==> src/rtl/mem_wb_skid_stage.sv <==
// MEM->WB elastic pipeline stage: main + skid register pair, writeback mux,
// forwarding tap for the hazard unit and a saturating back-pressure counter.
module mem_wb_skid_stage #(
   parameter int DATA_W            = 32,
   parameter int RADDR_W           = 5,
   parameter int ZERO_REG_SUPPRESS = 1,
   parameter int STALL_CNT_W       = 16
) (
   input  logic                   clk,
   input  logic                   rst,
   input  logic                   flush,
   input  logic                   in_valid,
   output logic                   in_ready,
   input  logic                   in_regwrite,
   input  logic                   in_memtoreg,
   input  logic [DATA_W-1:0]      in_mem_data,
   input  logic [DATA_W-1:0]      in_alu_result,
   input  logic [RADDR_W-1:0]     in_rd,
   output logic                   out_valid,
   input  logic                   out_ready,
   output logic                   out_regwrite,
   output logic                   out_memtoreg,
   output logic [DATA_W-1:0]      out_mem_data,
   output logic [DATA_W-1:0]      out_alu_result,
   output logic [RADDR_W-1:0]     out_rd,
   output logic                   wb_we,
   output logic [RADDR_W-1:0]     wb_addr,
   output logic [DATA_W-1:0]      wb_data,
   output logic                   fwd_valid,
   output logic [RADDR_W-1:0]     fwd_rd,
   output logic [DATA_W-1:0]      fwd_data,
   output logic [STALL_CNT_W-1:0] stall_cnt
);

   localparam int PL_W = 2 + 2 * DATA_W + RADDR_W;

   logic [PL_W-1:0]        w_in_pl;
   logic [PL_W-1:0]        r_main_pl;
   logic [PL_W-1:0]        r_skid_pl;
   logic                   r_main_valid;
   logic                   r_skid_valid;
   logic [STALL_CNT_W-1:0] r_stall_cnt;
   logic                   w_acc;
   logic                   w_pop;
   logic                   w_rd_ok;
   logic                   w_stall;

   assign w_in_pl = {in_regwrite, in_memtoreg, in_mem_data, in_alu_result, in_rd};
   assign {out_regwrite, out_memtoreg, out_mem_data, out_alu_result, out_rd} = r_main_pl;

   // in_ready depends only on the skid flag, which breaks the out_ready->in_ready path
   assign in_ready  = !r_skid_valid;
   assign out_valid = r_main_valid;
   assign w_acc     = in_valid & !r_skid_valid;
   assign w_pop     = r_main_valid & out_ready;

   always_ff @(posedge clk) begin
      if (rst) begin
         r_main_valid <= 1'b0;
         r_skid_valid <= 1'b0;
         r_main_pl    <= '0;
         r_skid_pl    <= '0;
      end else if (flush) begin
         r_main_valid <= 1'b0;
         r_skid_valid <= 1'b0;
      end else if (!r_main_valid) begin
         if (w_acc) begin
            r_main_pl    <= w_in_pl;
            r_main_valid <= 1'b1;
         end
      end else if (w_pop) begin
         if (r_skid_valid) begin
            r_main_pl    <= r_skid_pl;
            r_skid_valid <= 1'b0;
         end else if (w_acc) begin
            r_main_pl    <= w_in_pl;
         end else begin
            r_main_valid <= 1'b0;
         end
      end else if (w_acc) begin
         r_skid_pl    <= w_in_pl;
         r_skid_valid <= 1'b1;
      end
   end

   assign w_stall = r_main_valid & !out_ready & (r_stall_cnt != {STALL_CNT_W{1'b1}});

   always_ff @(posedge clk) begin
      if (rst) begin
         r_stall_cnt <= '0;
      end else if (w_stall) begin
         r_stall_cnt <= r_stall_cnt + 1'b1;
      end
   end

   assign stall_cnt = r_stall_cnt;

   // Writes to x0 are suppressed both for the register file and for forwarding
   assign w_rd_ok   = (ZERO_REG_SUPPRESS == 0) || (out_rd != '0);
   assign wb_data   = out_memtoreg ? out_mem_data : out_alu_result;
   assign wb_addr   = out_rd;
   assign wb_we     = w_pop & out_regwrite & w_rd_ok;
   assign fwd_valid = r_main_valid & out_regwrite & w_rd_ok;
   assign fwd_rd    = out_rd;
   assign fwd_data  = wb_data;

endmodule

==> config.mk <==
export PLATFORM = sky130hd
export DESIGN_NAME = mem_wb_skid_stage
export DESIGN_NICKNAME = d
export VERILOG_FILES = /design/src/rtl/mem_wb_skid_stage.sv
export SDC_FILE = /design/constraint.sdc
export NUM_CORES = 1
export LEC_CHECK = 0
export CORE_MARGIN = 5
export CORE_UTILIZATION = 41
export CTS_CLUSTER_DIAMETER = 60
export CTS_CLUSTER_SIZE = 10
export DETAILED_ROUTE_END_ITERATION = 10
export PLACE_DENSITY = 0.87
export RECOVER_POWER = 25
export SLEW_MARGIN = 20
export SYNTH_ARGS = -nofsm -noshare
export SYNTH_HDL_FRONTEND = slang
export SYNTH_SLANG_ARGS = --single-unit
==> constraint.sdc <==
create_clock -name clk -period 2.2 [get_ports clk]
set_clock_uncertainty 0.05 [all_clocks]
set_input_delay 0.66 -clock clk [delete_from_list [all_inputs] [get_ports clk]]
set_output_delay 0.66 -clock clk [all_outputs]
set_load 0.02 [all_outputs]
### Word level (Yosys, flattened, before mapping)

Cells that the tools add are included.

* add/subtract/negate cells: 1
* eq/ne operators: 2
* mux-type cells: 11
* bitwise gates (word level): 10
* reductions and logical operators: 8

Operators by type and width (number)
* $mux W71: 4
* $mux W32: 1
* $add A16 B1 Y16 const B: 1
* $ne A16 B16 Y1 const B: 1
* $and A1 B1 Y1: 8
* $mux W1: 6
* $reduce_bool A5 Y1: 1
* $reduce_and A2 Y1: 2
* $reduce_and A4 Y1: 1
* $logic_not A1 Y1: 2
* $ne A2 B1 Y1 const B: 1
* $not A1 Y1: 2
* $reduce_bool A2 Y1: 1
* $reduce_or A2 Y1: 1

* register bits: 160
* input port bits: 76
* word-level logic and storage cells: 37

### Depth between registers and ports, before layout

* depth in word-level cells: 6
* gate-level depth with buffers: 7
* mapped depth without buffers: 5

### Worst setup path after synthesis

No wires, ideal clock.

* path kind: register to output
* start point: register r_main_pl[69]
* end point: output port wb_data[10]
* arrival: 1.618 ns
* data required time: 1.490 ns
* slack: -0.128 ns
* stages on the path, launching flop included: 5
* path through: dfxtp_1 clkbuf_1 clkbuf_1 mux2_2 buf_4

* longest elaborated chain between the ends: 1

Ends and longest elaborated chain
* start, declared: line 38 `logic [PL_W-1:0] r_main_pl;`
* start signal, assigned: line 68 `r_main_pl <= w_in_pl;`
* start signal, assigned: line 73 `r_main_pl <= r_skid_pl;`
* start signal, assigned: line 76 `r_main_pl <= w_in_pl;`
* $mux W32: line 100 `assign wb_data = out_memtoreg ? out_mem_data : out_alu_result;`
* end, declared: line 28 `output logic [DATA_W-1:0] wb_data,`

Every way passes these cells.

### Final worst setup path

* start point: register r_main_pl[1]
* end point: output port wb_we

* longest elaborated chain between the ends: 2

Ends and longest elaborated chain
* $reduce_bool A5 Y1: line 99 `assign w_rd_ok = (ZERO_REG_SUPPRESS == 0) || (out_rd != '0);`
* $and A1 B1 Y1: line 102 `assign wb_we = w_pop & out_regwrite & w_rd_ok;`
* end, declared: line 26 `output logic wb_we,`

Every way passes these cells.

==> flow_summary.toml <==
[yosys]
ys.flop_type = "dfxtp_1"
yosys_warnings = 0
synth_top_area_share_pct = 46.4
ys_seq_area_share_pct = 46.4
netlist_instances = 824
synth_edf_count = 0
synth_top_area_cell = "dfxtp_1"
syn-num-nets = 901
syn_area_um2 = 6900
ys_top_cells_by_area = "dfxtp_1 (46%), nand2_1 (8.0%), a211oi_1 (7.9%)"
synth_cell_type_count = 41
avgSynthCellArea_um2 = 8.37
ys_ff_latch = 160
async_flop_share_pct = 0

[run]
cap_viol_max_count = 0

[clock_network]
clk_pin_slew_worst_paths_ns = 0.07
htreeDepth = 4
clock_sinks = 160
cts_tree = "built"
numCtsBuffers = 17
cts_root_buf = "clkbuf_16"
hold_buffers = 0
clock_path_buffers = 2
clock_latency_ns = 0.42

[global_routing]
antenna_found_initial = 1
grt_max_degree = 62
grt.overflow.total = 0
grt_pass1_vias = 6764
track_usage_pct = 21.9
grt_pass1_wl_mm = 35.2

[pwr]
switching_power_w = 0.00209
clkPwrFrac_pct = 39.3
power.density_nw_per_um2 = 727
cellLeakagePower_nw = 3.86
p_sw_share_pct = 27.8
pwr-share-comb_pct = 19.4
pwr-share-seq_pct = 41.2
intPower_w = 0.00541
peakVddDrop_mv = 0.538

[status]
status = "finished, violations left"
violations = "setup timing"

[route]
avgViaCountPerCell = 5.55
num_vias = 7006
antenna_left = 0
drt_pass1_iterations = 5
drc_errors = 0
routed_wl_mm = 23.2
wl_per_cell_um = 18.4
drt_iter0_markers = 427

[sta]
hold_viol_final = 0
finalSetupViolCount = 64
clock.fmax_mhz = 415
worst_pin_slew_ns = 0.579
hold_slack_ns = 0.404
period_needed_ns = 2.41
final.period_utilization_pct = 109
setup_slack_ns = -0.208
slew-limit-headroom_pct = 61.4
rsz0062_at_grt = "yes"
slew_violations = 0

[cells_and_area]
seq_area_um2 = 3210
antenna_cells = 0
fin_util_pct = 62.4
multi_input_area_um2 = 3210
nets = 1107
fillers = 1314
area_growth_pct = 49.5
drive_gt1_share_pct = 19.3

[place]
routabilityCongestion = 0.884
port_buffers = 240
post-place-ws_ns = -0.381
dp.final_hpwl_mm = 14.8

[die]
die_width_um = 140
start_util_pct = 41.7
core-area_um2 = 16500
die_area_um2 = 19500
io_pins = 241
die_h_um = 140
placementRows = 47

[critical_path]
criticalPathCategory = "reg -> out"
arrival_ns = 1.70
endpoint_kind = "output port"
cp.required_ns = 1.49
crit_fanout = 2
r2r_setup_slack_ns = 0.18
start_kind = "flip-flop"
worst_r2r_path_depth = 5

[worst_hold_path]
hp-class = "reg -> reg"
min_path_cells = 2
[per-stage QoR]
stage	cells	instance area [um2]	setup TNS [ns]	total power [W]
floorplan	824	6900	-3.64	0.00385
global placement	1216	9520	-27.75	0.00448
detailed placement	1216	9520	-31.38	0.00450
CTS	1259	10100	-8.26	0.00743
global route	1263	10300	-9.23	0.00774
finish	1263	10300	-4.68	0.00750
[cells in the mapped netlist, types with 2 or more instances]
| cell | n |
|---|---|
| nand2b_1 | 2 |
| nand3_1 | 6 |
| a211oi_1 | 73 |
| o31ai_1 | 5 |
| o21ai_0 | 4 |
| or3_1 | 6 |
| nor3_1 | 3 |
| nand4_1 | 3 |
| nand2_1 | 147 |
| buf_4 | 42 |
| mux2_2 | 35 |
| o22ai_1 | 71 |
| dfxtp_1 | 160 |
| nor4_1 | 2 |
| or4_1 | 5 |
| nor2b_1 | 4 |
| inv_1 | 3 |
| clkbuf_1 | 61 |
| nor2_1 | 78 |
| nor3b_1 | 2 |
| buf_2 | 10 |
| a21oi_1 | 83 |
[layout by cell type (no fill, tap or decap), types with 4 or more instances in the layout]
| master | count |
|---|---|
| a211oi_1 | 72 |
| a21oi_1 | 83 |
| buf_12 | 14 |
| buf_2 | 10 |
| buf_4 | 27 |
| buf_6 | 61 |
| clkbuf_1 | 23 |
| clkbuf_16 | 18 |
| clkdlybuf4s50_1 | 134 |
| clkinvlp_4 | 4 |
| dfxtp_1 | 158 |
| dlygate4sd2_1 | 20 |
| inv_6 | 4 |
| mux2_2 | 7 |
| mux2_4 | 28 |
| nand2_1 | 146 |
| nand3_1 | 6 |
| nor2_1 | 77 |
| nor2b_1 | 4 |
| o21ai_0 | 4 |
| o22ai_1 | 71 |
| o31ai_1 | 5 |
| or3_1 | 5 |
| or4_1 | 5 |
[flip-flops by register name, indices dropped and copies added (netlist names)]
signal / flops
r_skid_valid: 1
r_skid_pl: 71
stall_cnt: 16
out_valid: 1
r_main_pl: 71
[timing repair]
action,4_1_cts,5_1_grt
cloned,3,1
resized for setup,347,118
pin swaps,3,1
endpoints found under the setup margin,88,84
buffers inserted,8,4
[logic make-up after synthesis]
family | after synthesis | synth area share, %
simple gates | 267 | 16.5
flops | 160 | 46.4
compound gates | 244 | 22.3
mux | 35 | 5.71
buf+inv | 117 | 8.85
fa+ha+maj | 1 | 0.181
[power groups by stage]
stage                     Combinational, W  Sequential (W)  Clock, W
after floorplan                   0.000603         0.00324         0
after global placement             0.00133         0.00314         0
after detailed placement           0.00135         0.00315         0
after CTS                          0.00136         0.00309   0.00298
after global routing               0.00153         0.00310   0.00310
final                              0.00146         0.00309   0.00295
[layer usage]
metal,wire length (um),track usage [%]
met3,1710,5.49
met5,14,0
met1,9480,27.2
met4,420,7.70
met2,11600,37.1
[worst paths after layout]
check,start,to
worst min-delay path,r_skid_pl[37],r_skid_pl[37]
worst min register to register,r_skid_pl[37],r_skid_pl[37]
worst max-delay path,r_main_pl[1],wb_we
worst max register to register,stall_cnt[11],stall_cnt[3]
[critical path, stage by stage (launching register included)]
cell	delay, ns
dfxtp_1	0.31
or3_1	0.36
o311a_1	0.34
and2_4	0.15
buf_6	0.12
[area by class of cell]
cell class,count,share of cell area [%]
multi-input cells,547,31.2
flip-flops and latches,160,31.1
repair buffers,301,29.2
clock buffers,17,4.13
well taps,220,2.67
clock inverters,15,1.55
inverters,3,0.109
No activity file was read; power rests on OpenSTA's default activity.
